<file path="src/rtl/jtexterm_palread_if.sv">
// Pixel / palette / video bundle for the colour-mixer read stage.
//  master : pixel source, palette RAM read data and video consumer
//  slave  : jtexterm_palread itself
//  Pixel side : pxl_cen, LHBL, LVBL, obj_pxl, scr_pxl, gfx_en
//  RAM side   : pal_addr (out of slave), pal_dout (into slave)
//  Video side : red, green, blue, LHBL_dly, LVBL_dly, overrun
interface jtexterm_palread_if;
  logic       pxl_cen;
  logic       LHBL;
  logic       LVBL;
  logic [8:0] obj_pxl;
  logic [8:0] scr_pxl;
  logic [3:0] gfx_en;
  logic [9:0] pal_addr;
  logic [7:0] pal_dout;
  logic [4:0] red;
  logic [4:0] green;
  logic [4:0] blue;
  logic       LHBL_dly;
  logic       LVBL_dly;
  logic       overrun;

  modport master (
    output pxl_cen, LHBL, LVBL, obj_pxl, scr_pxl, gfx_en, pal_dout,
    input  pal_addr, red, green, blue, LHBL_dly, LVBL_dly, overrun
  );

  modport slave (
    input  pxl_cen, LHBL, LVBL, obj_pxl, scr_pxl, gfx_en, pal_dout,
    output pal_addr, red, green, blue, LHBL_dly, LVBL_dly, overrun
  );
endinterface

</file>
<file path="src/rtl/jtexterm_palread.sv">
// Colour-mixer read stage behind the X1-007 palette RAM.
// Selects the winning layer pixel (object over scroll), reads its two palette
// bytes (low at {idx,0}, high at {idx,1}), assembles xRRRRRGGGGGBBBBB and
// drives blanked 5-bit RGB one pixel period after the pixel was sampled.
//  clk, rst_n : video clock, asynchronous active-low reset
//  bus        : jtexterm_palread_if.slave (pixel inputs, palette RAM port,
//               RGB / delayed blanking / sticky overrun outputs)
//  BLANK_OFFSET : 1 keeps RGB at 0 for the first visible pixel after blanking
module jtexterm_palread #(
  parameter int unsigned BLANK_OFFSET = 0
) (
  input logic               clk,
  input logic               rst_n,
  jtexterm_palread_if.slave bus
);
  typedef enum logic [1:0] {IDLE, ADDR_HI, CAP_LO, CAP_HI} state_t;

  state_t      r_state;
  logic [8:0]  r_idx;
  logic [7:0]  r_lo;
  logic [14:0] r_col;
  logic [14:0] r_rgb;
  logic [9:0]  r_pal_addr;
  logic        r_hb;
  logic        r_vb;
  logic        r_hb_dly;
  logic        r_vb_dly;
  logic        r_overrun;

  logic [8:0]  w_idx;
  logic        w_blank;
  logic        w_unused;

  always_comb begin
    w_idx = '0;
    if (bus.gfx_en[1] && (bus.obj_pxl[3:0] != 4'd0)) w_idx = bus.obj_pxl;
    else if (bus.gfx_en[0])                           w_idx = bus.scr_pxl;
  end

  // r_hb/r_vb become the new delayed blanking on this pxl_cen; r_*_dly still
  // hold the previous pixel's visibility for the offset rule.
  always_comb begin
    w_blank = !(r_hb && r_vb);
    if ((BLANK_OFFSET != 0) && !(r_hb_dly && r_vb_dly)) w_blank = 1'b1;
  end

  assign w_unused = ^{bus.gfx_en[3:2], bus.pal_dout[7]};

  // The fetch steps come first and pxl_cen assignments last, so a pixel
  // landing mid-fetch overrides address/state while a CAP_HI in the same clk
  // still commits r_col; the output stage reads r_col before that update.
  always_ff @(posedge clk or negedge rst_n) begin
    if (!rst_n) begin
      r_state    <= IDLE;
      r_idx      <= '0;
      r_lo       <= '0;
      r_col      <= '0;
      r_rgb      <= '0;
      r_pal_addr <= '0;
      r_hb       <= 1'b0;
      r_vb       <= 1'b0;
      r_hb_dly   <= 1'b0;
      r_vb_dly   <= 1'b0;
      r_overrun  <= 1'b0;
    end else begin
      case (r_state)
        ADDR_HI: begin
          r_pal_addr <= {r_idx, 1'b1};
          r_state    <= CAP_LO;
        end
        CAP_LO: begin
          r_lo    <= bus.pal_dout;
          r_state <= CAP_HI;
        end
        CAP_HI: begin
          r_col   <= {bus.pal_dout[6:0], r_lo};
          r_state <= IDLE;
        end
        default: ;
      endcase

      if (bus.pxl_cen) begin
        if (r_state != IDLE) r_overrun <= 1'b1;
        r_idx      <= w_idx;
        r_pal_addr <= {w_idx, 1'b0};
        r_state    <= ADDR_HI;
        r_hb       <= bus.LHBL;
        r_vb       <= bus.LVBL;
        r_hb_dly   <= r_hb;
        r_vb_dly   <= r_vb;
        r_rgb      <= w_blank ? '0 : r_col;
      end
    end
  end

  assign bus.pal_addr = r_pal_addr;
  assign bus.red      = r_rgb[14:10];
  assign bus.green    = r_rgb[9:5];
  assign bus.blue     = r_rgb[4:0];
  assign bus.LHBL_dly = r_hb_dly;
  assign bus.LVBL_dly = r_vb_dly;
  assign bus.overrun  = r_overrun;
endmodule

</file>
<file path="src/flat_wrapper.sv">
// flat-port wrapper written by rule: the top's interface ports become plain ports
module jtexterm_palread_flat 
#(
  parameter int unsigned BLANK_OFFSET = 0
)
  (clk, rst_n, bus_pxl_cen, bus_LHBL, bus_LVBL, bus_obj_pxl, bus_scr_pxl, bus_gfx_en, bus_pal_dout, bus_pal_addr, bus_red, bus_green, bus_blue, bus_LHBL_dly, bus_LVBL_dly, bus_overrun);
  jtexterm_palread_if bus_i ();
  input logic clk;
  input logic rst_n;
  input wire logic [$bits(bus_i.pxl_cen)-1:0] bus_pxl_cen;
  input wire logic [$bits(bus_i.LHBL)-1:0] bus_LHBL;
  input wire logic [$bits(bus_i.LVBL)-1:0] bus_LVBL;
  input wire logic [$bits(bus_i.obj_pxl)-1:0] bus_obj_pxl;
  input wire logic [$bits(bus_i.scr_pxl)-1:0] bus_scr_pxl;
  input wire logic [$bits(bus_i.gfx_en)-1:0] bus_gfx_en;
  input wire logic [$bits(bus_i.pal_dout)-1:0] bus_pal_dout;
  output wire logic [$bits(bus_i.pal_addr)-1:0] bus_pal_addr;
  output wire logic [$bits(bus_i.red)-1:0] bus_red;
  output wire logic [$bits(bus_i.green)-1:0] bus_green;
  output wire logic [$bits(bus_i.blue)-1:0] bus_blue;
  output wire logic [$bits(bus_i.LHBL_dly)-1:0] bus_LHBL_dly;
  output wire logic [$bits(bus_i.LVBL_dly)-1:0] bus_LVBL_dly;
  output wire logic [$bits(bus_i.overrun)-1:0] bus_overrun;
  assign bus_i.pxl_cen = bus_pxl_cen;
  assign bus_i.LHBL = bus_LHBL;
  assign bus_i.LVBL = bus_LVBL;
  assign bus_i.obj_pxl = bus_obj_pxl;
  assign bus_i.scr_pxl = bus_scr_pxl;
  assign bus_i.gfx_en = bus_gfx_en;
  assign bus_i.pal_dout = bus_pal_dout;
  assign bus_pal_addr = bus_i.pal_addr;
  assign bus_red = bus_i.red;
  assign bus_green = bus_i.green;
  assign bus_blue = bus_i.blue;
  assign bus_LHBL_dly = bus_i.LHBL_dly;
  assign bus_LVBL_dly = bus_i.LVBL_dly;
  assign bus_overrun = bus_i.overrun;
  jtexterm_palread #(.BLANK_OFFSET(BLANK_OFFSET)) u_core (.clk(clk), .rst_n(rst_n), .bus(bus_i));
endmodule
</file>
<file path="config.mk">
export PLATFORM = sky130hd
export DESIGN_NAME = jtexterm_palread_flat
export DESIGN_NICKNAME = d
export VERILOG_FILES = /design/src/rtl/jtexterm_palread_if.sv /design/src/rtl/jtexterm_palread.sv /design/src/flat_wrapper.sv
export SDC_FILE = /design/constraint.sdc
export NUM_CORES = 1
export LEC_CHECK = 0
export CORE_MARGIN = 10
export CORE_UTILIZATION = 49
export CTS_CLUSTER_SIZE = 16
export DETAILED_ROUTE_END_ITERATION = 12
export HOLD_SLACK_MARGIN = 0.03
export PLACE_DENSITY = 0.79
export SYNTH_ARGS = -nofsm -noshare
export SYNTH_HDL_FRONTEND = slang
export SYNTH_SLANG_ARGS = --single-unit
</file>
<file path="constraint.sdc">
create_clock -name clk -period 1.5 [get_ports clk]
set_input_delay 0.225 -clock clk [delete_from_list [all_inputs] [get_ports clk]]
set_output_delay 0.225 -clock clk [all_outputs]
set_load 0.01 [all_outputs]
</file>
==> results of run 1 <==
-- routing by layer --
layer	part of all wire [%]	global-route usage [%]
met1	43	16.4
met5	0	0
met2	51	24.9
met4	2.0	8.35
met3	4.0	4.00
-- kinds of logic after synthesis --
family	Yosys count	synth area share [%]
AO/OA/AOI/OAI	50	13.1
buffers and inverters	31	4.76
flip-flops	64	59.7
multiplexers	27	11.3
AND/OR/NAND/NOR	60	11.2
-- cell type report --
class	count	area (µm²)
fillers	388	1470
clock buffers	11	141
multi-input cells	137	955
inverters	17	63.8
repair buffers	77	806
flip-flops and latches	64	1600
clock inverters	5	80.1
well taps	70	87.6
-- worst min-delay path, stage by stage --
cell    delay (ns)
buf_2         0.14
buf_4         0.20
nor2_1        0.07
-- power by group through the flow --
stage / Combinational [mW] / Clock [mW] / Sequential, mW
after floorplan: 0.415 / 0 / 2.30
after global placement: 0.883 / 0 / 2.28
after detailed placement: 0.916 / 0 / 2.30
after CTS: 0.924 / 1.65 / 2.27
after global routing: 0.979 / 1.74 / 2.32
final: 0.888 / 1.61 / 2.27
-- worst paths after layout --
path | startpoint | endpoint | slack (ns) | cells past startpoint
worst max register to register | u_core.r_state[0] | u_core.r_lo[2] | 0.17 | 3
worst min-delay path | bus_pxl_cen | u_core.bus.pal_addr[0] | 0.34 | 3
worst max-delay path | u_core.bus.pal_addr[4] | bus_pal_addr[4] | 0.04 | 1
max in group asynchronous | rst_n | u_core.bus.pal_addr[6] | 0.80 | 3
min in group asynchronous | rst_n | u_core.r_rgb[13] | 0.44 | 3
worst min register to register | u_core.r_col[11] | u_core.r_rgb[11] | 0.48 | 2
-- synthesized netlist by cell type --
library cell,instances
dfrtp_1,64
nand2_1,23
inv_1,17
mux2_2,16
o21ai_0,15
nor2_1,14
mux2_1,11
a31oi_1,10
buf_2,9
a211oi_1,6
and3b_1,6
clkbuf_1,5
nand3_1,5
a21oi_1,4
nand2b_1,4
nand3b_1,3
o2bb2ai_1,3
a21boi_0,2
o311a_1,2
a21bo_2,1
a21o_1,1
a22o_1,1
and3_1,1
nor2b_1,1
nor4b_1,1
o2111ai_1,1
o21a_1,1
o21ai_1,1
o41a_1,1
o41ai_4,1
or3_1,1
or3b_1,1
-- flip-flops by register name, summed over array words and instances (netlist names) --
register,count
u_core.r_vb,1
u_core.bus.LVBL_dly,1
u_core.bus.LHBL_dly,1
u_core.r_col,15
u_core.r_state,2
u_core.r_hb,1
u_core.r_rgb,15
u_core.bus.pal_addr,10
u_core.r_idx,9
u_core.r_lo,8
u_core.bus.overrun,1
-- per-stage QoR --
step / util, % / instance area [µm²] / TNS, ns / setup WS, ns
3_3_place_gp: 66.3 / 3450 / -2.29 / -0.169
4_1_cts: 70.7 / 3680 / 0 / 0.00147
3_5_place_dp: 66.3 / 3450 / -2.90 / -0.209
6_report: 71.8 / 3730 / 0 / 0.0448
5_1_grt: 71.8 / 3730 / 0 / 0.00401
2_1_floorplan: - / 2680 / 0 / 0.155
-- timing repair --
| action | in CTS | in global routing |
|---|---|---|
| hold endpoints to repair | 64 | 0 |
| hold buffers | 1 | 0 |
| endpoints found under the setup margin | 0 | 20 |
| gates resized for setup | 0 | 19 |
| buffers inserted | 0 | 1 |
==> out/qor.txt, run 1 <==
commonest non-fill, non-tap cell in the layout: dfrtp_1
Core Region: 5200 µm²
top post-synthesis cells by area: dfrtp_1 (60%), mux2_2 (6.7%), mux2_1 (4.6%)
Max-cap violations: 0
HP Class: in2reg
Pwr per Cell Area: 1280 nW/µm²
gpl congestion: 0.792
RSZ-0062 raised after global routing: no
Design Power: 4.77 mW
H-tree depth: 3
clk root buf: clkbuf_8
die width: 94.0 µm
GRT Resource Usage Total: 14.8%
Seq/Total Area, Yosys: 59.7%
IO Count: 63
Final min period: 1.46 ns
worst endpoint required time: 1.27 ns
Worst Path Max Fanout: 2
CP Class: reg2out
Clock Sink Count: 64
Gate power share: 18.6%
Starting Density: 51.6%
total routed wirelength: 6.00 mm
clock network fraction of design power: 33.8%
Net Sw Frac: 25.0%
grt ovf: 0
Detail Route Antenna Nets: 0
row cnt: 26
cells after synthesis: 232
clk_lat worst skew: 0.33 ns
initial antenna violation count: 0
Yosys top cell area share: 59.7%
CP max stage delay: 0.54 ns
status: complete, no violations
Mapped Nets: 267
nets: 341
max frequency: 687 MHz
Worst-Margin Slew: 0.336 ns
P_leak: 1.82 nW
deepest clock path buffer count: 2
Seq cells post-synth: 64
Die ar.: 8840 µm²
vias in the first global route: 2,138
dpl cells: 363
Post-Route Skew: 0.00631 ns
clk slew on worst S/H paths: 0.06 ns
# DRC: 0
Buf+Inv Stages, Crit Path: 1
crit path cell chain: clkdlybuf4s50_1
wire per inst: 15.7 µm
CP top delay family: buffers and inverters
Psw: 1.19 mW
Rel. slew slack: 77.5%
Peak VDD IR: 711 µV
CTS tree: built
CP max stage cell: clkdlybuf4s50_1
crit end category: output port
chip height: 94.0 µm
yosys warns: 0
Cell Area, Synth: 2680 µm²
DP Wirelength: 4.31 mm
Final Non-Filler Cells: 381
Yosys top cell by area: dfrtp_1
Fin. Hold Viols: 0
final slew viol count: 0
startpoint types: flip-flop
Vias: 1,971
Num CTS Buffers: 9
1st-pass router iterations: 4
global-route wire length before repair: 10.3 mm
final setup fails: 0
Layout area overhead: 39.2%
1st-iter DRT viols: 58
Sequential Power Share: 47.6%
largest net degree at the start of global routing: 65
synth unique cells: 32
Vias/cell: 5.17
P_int: 3.58 mW
Tcrit/Tclk final: 97.0%
Arrival @ worst endpoint: 1.23 ns
antenna diode count: 0
synthesized area per cell: 11.6 µm²
most frequent cells in the layout: dfrtp_1 (64), clkdlybuf4s50_1 (39), nand2_1 (23)
share of post-route cells with drive strength above 1: 16.4%
Hold WS: 0.343 ns
# port buffers: 60
(Power assumes the default switching activity.)
==> run 2: changes to the inputs <==
Settings changed: CORE_MARGIN 10 to 1.
==> run 2 against run 1 <==
Core utilization is 1.9 points lower. Cell count down 0.79%. Critical path depth unchanged. First-iteration DRC count increased by 21%. Worst setup slack got worse by 0.018 ns. Non-clock buffer count shrank 3. Critical path type unchanged.
==> out/qor.txt, run 2 (same netlist as run 1, synthesis figures left out) <==
antenna diode count: 0
wire per inst: 14.1 µm
Die ar.: 5780 µm²
gpl congestion: 0.788
CP top delay family: buffers and inverters
vias in the first global route: 2,052
GRT Resource Usage Total: 20.9%
total routed wirelength: 5.34 mm
Num CTS Buffers: 9
post-CTS setup buffers: 0
crit end category: output port
Vias/cell: 5.14
die width: 76.0 µm
# DRC: 0
r2r worst-path depth: 2
Layout area overhead: 35.5%
share of post-route cells with drive strength above 1: 15.6%
HP Class: in2reg
Hold Crit Depth: 2
deepest clock path buffer count: 2
TNS Setup: 0 ns
Post-Route Skew: 0.00714 ns
worst endpoint required time: 1.27 ns
crit path cell chain: clkdlybuf4s50_1
Pwr per Cell Area: 1220 nW/µm²
H-tree depth: 3
status: complete, no violations
grt ovf: 0
most frequent cells in the layout: dfrtp_1 (64), clkdlybuf4s50_1 (49), nand2_1 (23)
met2 Usage GRT: 34.6%
largest net degree at the start of global routing: 65
Arrival @ worst endpoint: 1.25 ns
chip height: 76.0 µm
Worst Hold Endpoint: u_core.r_state[1]
IO Count: 63
1st-iter DRT viols: 70
Fin. Hold Viols: 0
Detail Route Antenna Nets: 0
Peak VDD IR: 826 µV
CP Class: reg2out
Design Power: 4.43 mW
met1 Use GR: 25.7%
max frequency: 679 MHz
Buf+Inv Stages, Crit Path: 1
Core Region: 5200 µm²
Critical R2R Capture: u_core.r_lo[5]
CP max stage delay: 0.54 ns
CTS tree: built
nets: 338
Worst Path Max Fanout: 2
final setup fails: 0
Starting Density: 51.6%
Clock Sink Count: 64
Tcrit/Tclk final: 98.2%
1st-pass router iterations: 4
Place WS: -0.224 ns
initial antenna violation count: 0
Vias: 1,944
Worst-Margin Slew: 0.481 ns
dpl cells: 361
row cnt: 26
Max-cap violations: 0
Rel. slew slack: 68.0%
DP Wirelength: 3.65 mm
setup ws final: 0.0265 ns
Final min period: 1.47 ns
RR Startpoint: u_core.r_state[0]
Hold WS: 0.167 ns
RSZ-0062 raised after global routing: no
# port buffers: 60
global-route wire length before repair: 9.30 mm
clk_lat worst skew: 0.34 ns
hold path start: bus_pxl_cen
P_leak: 1.64 nW
clk slew on worst S/H paths: 0.07 ns
GRT busiest layer: met2
met3 global-route usage: 3.83%
startpoint types: flip-flop
reg2reg setup slack: 0.11 ns
commonest non-fill, non-tap cell in the layout: dfrtp_1
final slew viol count: 0
Final Non-Filler Cells: 378
CP max stage cell: clkdlybuf4s50_1
clk root buf: clkbuf_8
-- run 2: changes by cell type in the layout (fill, tap and decap cells not counted), sizes merged --
cell / delta
buf: -3
bufinv: -2
clkdlybuf4s50: +10
clkinv: +1
clkinvlp: +1
dlygate4sd2: +1
dlymetal6s2s: -11
-- run 2: area by class of cell --
| type | instances | area [µm²] |
|---|---|---|
| Clock buffer | 11 | 141 |
| Clock inverter | 5 | 32.5 |
| Fill cell | 389 | 1570 |
| Inverter | 17 | 63.8 |
| Multi-Input combinational cell | 137 | 955 |
| Sequential cell | 64 | 1600 |
| Tap cell | 70 | 87.6 |
| Timing Repair Buffer | 74 | 754 |
-- run 2: worst max-delay path by stage --
stage	from	to	slack, ns	cells after the start
detailed placement	bus_obj_pxl[1]	u_core.bus.pal_addr[4]	-0.22	4
global route	u_core.bus.pal_addr[4]	bus_pal_addr[4]	0.004	1
floorplan	u_core.r_state[0]	u_core.r_col[10]	0.15	4
finish	u_core.bus.pal_addr[4]	bus_pal_addr[4]	0.03	1
global placement	bus_obj_pxl[1]	u_core.bus.pal_addr[4]	-0.17	4
CTS	u_core.r_rgb[1]	bus_blue[1]	0.008	1
-- run 2: repair_timing --
action / in CTS / in global routing
endpoints found under the hold margin: 64 / 0
endpoints found under the setup margin: 1 / 8
resized for setup: 1 / 8
hold buffers: 1 / 0
-- run 2: stage by stage --
step	utilization (%)	cell area, µm²
final	69.9	3640
after global routing	69.9	3640
after CTS	69.5	3620
after detailed placement	66.0	3430
after global placement	66.0	3430
after floorplan	-	2680
-- run 2: layer usage --
metal  routed length (µm)  part of all wire (%)
met5                    0                     0
met3                  143                   2.7
met1                 2400                    45
met2                 2680                    50
met4                  116                   2.2
-- run 2: where the power goes --
part | internal [mW] | leakage, nW | switching (mW) | total [mW]
logic | 0.522 | 0.780 | 0.359 | 0.881
registers | 2.08 | 0.774 | 0.190 | 2.27
clock network | 0.638 | 0.0813 | 0.642 | 1.28
==> run 3: changes to the inputs <==
Settings changed: CTS_CLUSTER_SIZE 16 to 24.
==> results of run 3 <==
No change in the layout: final DEF, timing and power equal those of run 2.
